`config.mk`:
```
export PLATFORM = sky130hd
export DESIGN_NAME = apb_rr_master_arbiter
export DESIGN_NICKNAME = d
export VERILOG_FILES = /design/src/rtl/apb_arb_pkg.sv /design/src/rtl/rr_arbiter.sv /design/src/rtl/apb_rr_master_arbiter.sv
export SDC_FILE = /design/constraint.sdc
export NUM_CORES = 1
export LEC_CHECK = 0
export ABC_AREA = 1
export CORE_AREA = 2 2 158 160
export DETAILED_ROUTE_END_ITERATION = 8
export DIE_AREA = 0 0 160 162
export SLEW_MARGIN = 10
export SYNTH_ARGS = -nofsm -noshare
export SYNTH_HDL_FRONTEND = slang
export SYNTH_SLANG_ARGS = --single-unit
```
`constraint.sdc`:
```
create_clock -name PCLK -period 4.7 [get_ports PCLK]
set_input_delay 0.94 -clock PCLK [delete_from_list [all_inputs] [get_ports PCLK]]
set_output_delay 0.94 -clock PCLK [all_outputs]
set_load 0.02 [all_outputs]
```
`src/rtl/apb_arb_pkg.sv`:
```
// ---------------------------------------------------------------------------
// apb_arb_pkg
// Shared types, default widths and the round-robin helper used by the APB
// master arbiter and by any other block that shares a resource round-robin.
//   apb_state_e : APB master phase (IDLE / SETUP / ACCESS)
//   rr_next()   : next index after 'idx' in a ring of 'n' entries
// ---------------------------------------------------------------------------
package apb_arb_pkg;

  localparam int DEF_N_REQ   = 4;
  localparam int DEF_ADDR_W  = 32;
  localparam int DEF_DATA_W  = 32;
  localparam int DEF_TIMEOUT = 16;

  typedef enum logic [1:0] {
    ST_IDLE   = 2'd0,
    ST_SETUP  = 2'd1,
    ST_ACCESS = 2'd2
  } apb_state_e;

  // Ring increment without a modulo operator, so it stays cheap for any n.
  function automatic int unsigned rr_next(input int unsigned idx, input int unsigned n);
    return (idx + 1 >= n) ? 0 : idx + 1;
  endfunction

endpackage

```
`src/rtl/rr_arbiter.sv`:
```
// ---------------------------------------------------------------------------
// rr_arbiter
// Purely combinational round-robin grant. The search starts at the entry just
// after last_grant and wraps, so the most recent winner has lowest priority.
// Ports:
//   req         in  N_REQ          request vector
//   last_grant  in  $clog2(N_REQ)  index of the previous winner
//   grant       out N_REQ          one-hot grant, zero when no request
//   grant_idx   out $clog2(N_REQ)  binary index of the grant
//   grant_valid out 1              any request granted
// ---------------------------------------------------------------------------
module rr_arbiter
  import apb_arb_pkg::*;
#(
  parameter int N_REQ = DEF_N_REQ
) (
  input  logic [N_REQ-1:0]         req,
  input  logic [$clog2(N_REQ)-1:0] last_grant,
  output logic [N_REQ-1:0]         grant,
  output logic [$clog2(N_REQ)-1:0] grant_idx,
  output logic                     grant_valid
);

  localparam int IDX_W = $clog2(N_REQ);

  int unsigned cand;

  // Walk the ring once starting after last_grant; the first requester found
  // wins and later hits are ignored.
  always_comb begin
    grant       = '0;
    grant_idx   = '0;
    grant_valid = 1'b0;
    cand        = 32'(last_grant);
    for (int k = 0; k < N_REQ; k++) begin
      cand = rr_next(cand, N_REQ);
      if (!grant_valid && req[IDX_W'(cand)]) begin
        grant_valid            = 1'b1;
        grant[IDX_W'(cand)]    = 1'b1;
        grant_idx              = IDX_W'(cand);
      end
    end
  end

endmodule

```
`src/rtl/apb_rr_master_arbiter.sv`:
```
// ---------------------------------------------------------------------------
// apb_rr_master_arbiter
// Shares one APB master port between N_REQ requesters. Commands are accepted
// round-robin in IDLE, run through SETUP and ACCESS, and the result comes back
// as a one-cycle rsp_valid pulse to the owner. A watchdog aborts an ACCESS
// phase that never sees PREADY and reports it as an error.
// Ports:
//   PCLK, PRESET                 clock, synchronous active-high reset
//   req_valid/req_ready          per-requester command handshake
//   req_write/req_addr/req_wdata packed per-requester command fields
//   rsp_valid/rsp_rdata/rsp_err  completion pulse, read data, error flag
//   PSEL..PWDATA                 APB request outputs
//   PRDATA/PREADY/PSLVERR        APB completion inputs
// ---------------------------------------------------------------------------
module apb_rr_master_arbiter
  import apb_arb_pkg::*;
#(
  parameter int N_REQ   = DEF_N_REQ,
  parameter int ADDR_W  = DEF_ADDR_W,
  parameter int DATA_W  = DEF_DATA_W,
  parameter int TIMEOUT = DEF_TIMEOUT
) (
  input  logic                    PCLK,
  input  logic                    PRESET,
  input  logic [N_REQ-1:0]        req_valid,
  output logic [N_REQ-1:0]        req_ready,
  input  logic [N_REQ-1:0]        req_write,
  input  logic [N_REQ*ADDR_W-1:0] req_addr,
  input  logic [N_REQ*DATA_W-1:0] req_wdata,
  output logic [N_REQ-1:0]        rsp_valid,
  output logic [DATA_W-1:0]       rsp_rdata,
  output logic                    rsp_err,
  output logic                    PSEL,
  output logic                    PENABLE,
  output logic                    PWRITE,
  output logic [ADDR_W-1:0]       PADDR,
  output logic [DATA_W-1:0]       PWDATA,
  input  logic [DATA_W-1:0]       PRDATA,
  input  logic                    PREADY,
  input  logic                    PSLVERR
);

  localparam int IDX_W = $clog2(N_REQ);
  localparam int WD_W  = $clog2(TIMEOUT);
  localparam logic [WD_W-1:0]  WD_LAST    = WD_W'(TIMEOUT - 1);
  localparam logic [IDX_W-1:0] LAST_RESET = IDX_W'(N_REQ - 1);

  apb_state_e        state_q, state_d;
  logic [IDX_W-1:0]  owner_q, owner_d;
  logic [IDX_W-1:0]  last_grant_q, last_grant_d;
  logic [WD_W-1:0]   wdog_q, wdog_d;
  logic              pwrite_q, pwrite_d;
  logic [ADDR_W-1:0] paddr_q, paddr_d;
  logic [DATA_W-1:0] pwdata_q, pwdata_d;
  logic [N_REQ-1:0]  rsp_valid_q, rsp_valid_d;
  logic [DATA_W-1:0] rsp_rdata_q, rsp_rdata_d;
  logic              rsp_err_q, rsp_err_d;

  logic [N_REQ-1:0]  grant;
  logic [IDX_W-1:0]  grant_idx;
  logic              grant_valid;
  logic              accept;

  rr_arbiter #(
    .N_REQ (N_REQ)
  ) u_rr (
    .req         (req_valid),
    .last_grant  (last_grant_q),
    .grant       (grant),
    .grant_idx   (grant_idx),
    .grant_valid (grant_valid)
  );

  // Ready is only offered from IDLE and is masked during reset so a command
  // presented under reset is never silently consumed.
  assign accept    = grant_valid && (state_q == ST_IDLE) && !PRESET;
  assign req_ready = accept ? grant : '0;

  // PSEL/PENABLE fall straight out of the phase, so a reset drops them at the
  // same edge that returns the state to IDLE.
  assign PSEL      = (state_q != ST_IDLE);
  assign PENABLE   = (state_q == ST_ACCESS);
  assign PWRITE    = pwrite_q;
  assign PADDR     = paddr_q;
  assign PWDATA    = pwdata_q;
  assign rsp_valid = rsp_valid_q;
  assign rsp_rdata = rsp_rdata_q;
  assign rsp_err   = rsp_err_q;

  // Next-state logic: everything holds by default and rsp_valid defaults low,
  // which makes the response a single-cycle pulse.
  always_comb begin
    state_d      = state_q;
    owner_d      = owner_q;
    last_grant_d = last_grant_q;
    wdog_d       = wdog_q;
    pwrite_d     = pwrite_q;
    paddr_d      = paddr_q;
    pwdata_d     = pwdata_q;
    rsp_valid_d  = '0;
    rsp_rdata_d  = rsp_rdata_q;
    rsp_err_d    = rsp_err_q;

    case (state_q)
      ST_IDLE: begin
        if (accept) begin
          pwrite_d     = req_write[grant_idx];
          paddr_d      = req_addr[grant_idx*ADDR_W +: ADDR_W];
          pwdata_d     = req_wdata[grant_idx*DATA_W +: DATA_W];
          owner_d      = grant_idx;
          last_grant_d = grant_idx;
          state_d      = ST_SETUP;
        end
      end
      ST_SETUP: begin
        wdog_d  = '0;
        state_d = ST_ACCESS;
      end
      ST_ACCESS: begin
        // A PREADY arriving on the last watchdog cycle still completes
        // normally; only a missing PREADY turns into an abort.
        if (PREADY) begin
          rsp_valid_d[owner_q] = 1'b1;
          rsp_rdata_d          = pwrite_q ? '0 : PRDATA;
          rsp_err_d            = PSLVERR;
          state_d              = ST_IDLE;
        end else if (wdog_q == WD_LAST) begin
          rsp_valid_d[owner_q] = 1'b1;
          rsp_rdata_d          = '0;
          rsp_err_d            = 1'b1;
          state_d              = ST_IDLE;
        end else begin
          wdog_d = wdog_q + 1'b1;
        end
      end
      default: state_d = ST_IDLE;
    endcase
  end

  // State register with synchronous reset; last_grant starts at the top
  // index so requester 0 is first in line after reset.
  always_ff @(posedge PCLK) begin
    if (PRESET) begin
      state_q      <= ST_IDLE;
      owner_q      <= '0;
      last_grant_q <= LAST_RESET;
      wdog_q       <= '0;
      pwrite_q     <= 1'b0;
      paddr_q      <= '0;
      pwdata_q     <= '0;
      rsp_valid_q  <= '0;
      rsp_rdata_q  <= '0;
      rsp_err_q    <= 1'b0;
    end else begin
      state_q      <= state_d;
      owner_q      <= owner_d;
      last_grant_q <= last_grant_d;
      wdog_q       <= wdog_d;
      pwrite_q     <= pwrite_d;
      paddr_q      <= paddr_d;
      pwdata_q     <= pwdata_d;
      rsp_valid_q  <= rsp_valid_d;
      rsp_rdata_q  <= rsp_rdata_d;
      rsp_err_q    <= rsp_err_d;
    end
  end

endmodule
```
==> impl_metrics.ini <==
[status]
status = complete, no violations

[pwr]
p_leak_nw = 5.39
p_per_area_nw_per_um2 = 633
irDropWorstVdd_v = 0.000607

[cts]
postCtsSetupBuffers = 0
clockBufferDepth = 2
cts_hold_buf = 0
cts_tree = yes
cts.root.buffer_cell = clkbuf_16
cts_resized = 0
clk_latency_ps = 370
htreeDepth = 3
path_clk_slew_ps = 90
numCtsBuffers = 9
clock_sinks = 112

[critical_path]
max_stage_delay_ps = 640
critPathArrivalTime_ps = 3230
ff2ff_setup_slack_ps = 1050
worstPathMaxFanout = 11
path_cells = inv_2, ha_1, inv_1, nand3_1, nand2_2, nor3_1, a221oi_1, a21oi_1, clkdlybuf4s50_1
reg2reg_to = PADDR[31]$_SDFFE_PP0P_
reg2regPathDepth = 14
crit_type = reg2out
r2r-start = last_grant_q[0]$_SDFFE_PP1P_
crit_path_start_kind = flop
critPathCapture = req_ready[0]
worstPathRequired_ps = 3760
crit_path_start = last_grant_q[0]$_SDFFE_PP1P_
critPathCaptureType = primary output
slowest_stage = clkdlybuf4s50_1

[routing]
vias = 8645
wire_per_inst_um = 16.1
via_per_inst = 4.64
wirelength_mm = 30.0
antenna_left = 0
drt_iter0_markers = 502
firstDrtPassIters = 5
drc_errors = 0

[layout]
area_growth_pct = 64.5
stdcell_area_sq_um = 11600
nNetsFinal = 1845
layout_common_cells = 461 x nand2_1, 407 x clkdlybuf4s50_1, 199 x nand3_1
final_common_cell = nand2_1
drive_gt1_share_pct = 3.45

[yosys]
yosys_warnings = 0
yosysSeqAreaShare_pct = 31.8
postSynthNetCount = 1485
ys_types = 36
netlist_area_sq_um = 7050
ys_ff_latch = 112
postSynthAreaPerCell_sq_um = 6.01
netlist_instances = 1172

[timing]
tns_ps = 0
slew_violations = 0
max_clock_freq_mhz = 240
rsz0062_at_grt = no
finClkSkew_ps = 14.1
finalHoldViolations = 0
layout_min_cycle_time_ps = 4170
slew_headroom_pct = 21.2
period_share_pct = 88.6
worst_pin_slew_ps = 1180
finalSetupViolCount = 0
setup_slack_ps = 534

[placement]
routabilityCongestion = 0.848
port_buffers = 407
dp_hpwl_mm = 22.0
dp_slack_ps = 584
place_area_sq_um = 11300

[grt]
grt_usage_pct = 22.4
grt_max_degree = 64
grt_pass1_wl_mm = 45.9
antenna_found_initial = 4
grt_pass1_vias = 8330
grt_overflow = 0

[floorplan]
core_region_area_sq_um = 24100
initial_utilization_pct = 29.2
rows = 57
io-pin-count = 408
dieArea_sq_um = 25900
dieHeight_um = 162
dieWidth_um = 160

[flow_run]
maxCapViolCount = 0

[min_path]
hold_path_class = reg2reg
==> stage by stage <==
step,hold WS [ps],util [%],power (mW),instances
after floorplan,414,-,4.99,1172
after global placement,437,46.8,6.61,1845
after detailed placement,440,46.8,6.62,1845
after CTS,448,48.0,7.47,1861
after global routing,476,48.1,8.05,1865
final,448,48.1,7.34,1865
==> critical path: cells and delay by family, from the launching register on <==
family / cells / cell delay (ps)
compound gates: 2 / 330
simple gates: 3 / 700
buf+inv: 3 / 890
flops: 1 / 580
fa+ha+maj: 1 / 360
==> power breakdown <==
part | total, mW | switching [mW] | internal (mW)
logic | 5.16 | 3.33 | 1.84
registers | 1.37 | 0.145 | 1.22
clock network | 0.811 | 0.433 | 0.378
==> kinds of logic (layout without fill, tap and decap cells) <==
group | Yosys count | after routing | synth area share (%)
other | 0 | 4 | 0
buffers and inverters | 233 | 598 | 14.4
flip-flops | 112 | 112 | 31.8
XOR/XNOR | 2 | 2 | 0.249
adder cells (fa/ha/maj) | 13 | 13 | 2.31
AO/OA/AOI/OAI | 87 | 87 | 7.47
AND/OR/NAND/NOR | 725 | 725 | 43.7
==> state kept, by name, summed over array words and instances, names as in the netlist <==
signal        count
state_q           2
wdog_q            4
rsp_err           1
PWDATA           32
rsp_rdata        32
last_grant_q      2
PWRITE            1
owner_q           2
rsp_valid         4
PADDR            32
==> how the worst min path moves through the flow <==
stage / start / end / slack (ps) / cells after the start
after floorplan: owner_q[0]$_SDFFE_PP0P_ / rsp_valid[0]$_SDFF_PP0_ / 410 / 1
after global placement: PWDATA[15]$_SDFFE_PP0P_ / PWDATA[15]$_SDFFE_PP0P_ / 440 / 2
after detailed placement: PWDATA[4]$_SDFFE_PP0P_ / PWDATA[4]$_SDFFE_PP0P_ / 440 / 2
after CTS: owner_q[0]$_SDFFE_PP0P_ / rsp_valid[0]$_SDFF_PP0_ / 450 / 1
after global routing: PWDATA[7]$_SDFFE_PP0P_ / PWDATA[7]$_SDFFE_PP0P_ / 480 / 2
final: owner_q[0]$_SDFFE_PP0P_ / rsp_valid[0]$_SDFF_PP0_ / 450 / 1
==> per-layer routing <==
metal | vias to the layer above | part of all wire [%] | track usage (%) | routed length (um)
li1 | 4376 | - | - | -
met1 | 3916 | 41 | 26.0 | 12300
met2 | 321 | 50 | 41.0 | 14900
met3 | 32 | 7.2 | 5.34 | 2160
met4 | 0 | 2.2 | 6.72 | 657
met5 | - | 0 | 0 | 0
==> area by class of cell <==
type,count,area [sq um]
inverter,163,614
multi-input combinational,827,3820
fill,2598,12500
tap,324,405
clock buffer,9,225
timing repair buffer,419,4200
sequential,112,2240
clock inverter,7,75.1
antenna,4,10.0
==> cell usage after synthesis <==
master	n	share of area (%)
o22ai_1	2	0.18
nand3_1	200	14
nor2_4	2	0.32
or2_0	3	0.27
o21ai_0	5	0.35
buf_1	4	0.21
inv_4	1	0.089
nand3_2	3	0.43
a22oi_1	1	0.11
a21boi_0	1	0.11
buf_2	28	2.0
a21oi_4	1	0.23
a21oi_1	38	2.7
nand2_4	1	0.16
o21ai_1	12	0.85
inv_1	157	8.4
nand4_1	1	0.089
o221ai_1	1	0.12
nor3_1	1	0.071
ha_1	13	2.3
dfxtp_1	112	32
o211ai_1	19	2.0
a41oi_1	2	0.25
nand2_1	463	25
clkbuf_1	20	1.1
a31oi_1	1	0.089
xor2_1	2	0.25
a211oi_1	2	0.21
a221oi_1	2	0.25
nor2_1	33	1.8
nand2_2	4	0.35
nand3b_1	10	1.1
inv_2	5	0.27
buf_6	10	1.6
or2_2	4	0.35
buf_4	8	0.85
(Power assumes the default switching activity.)
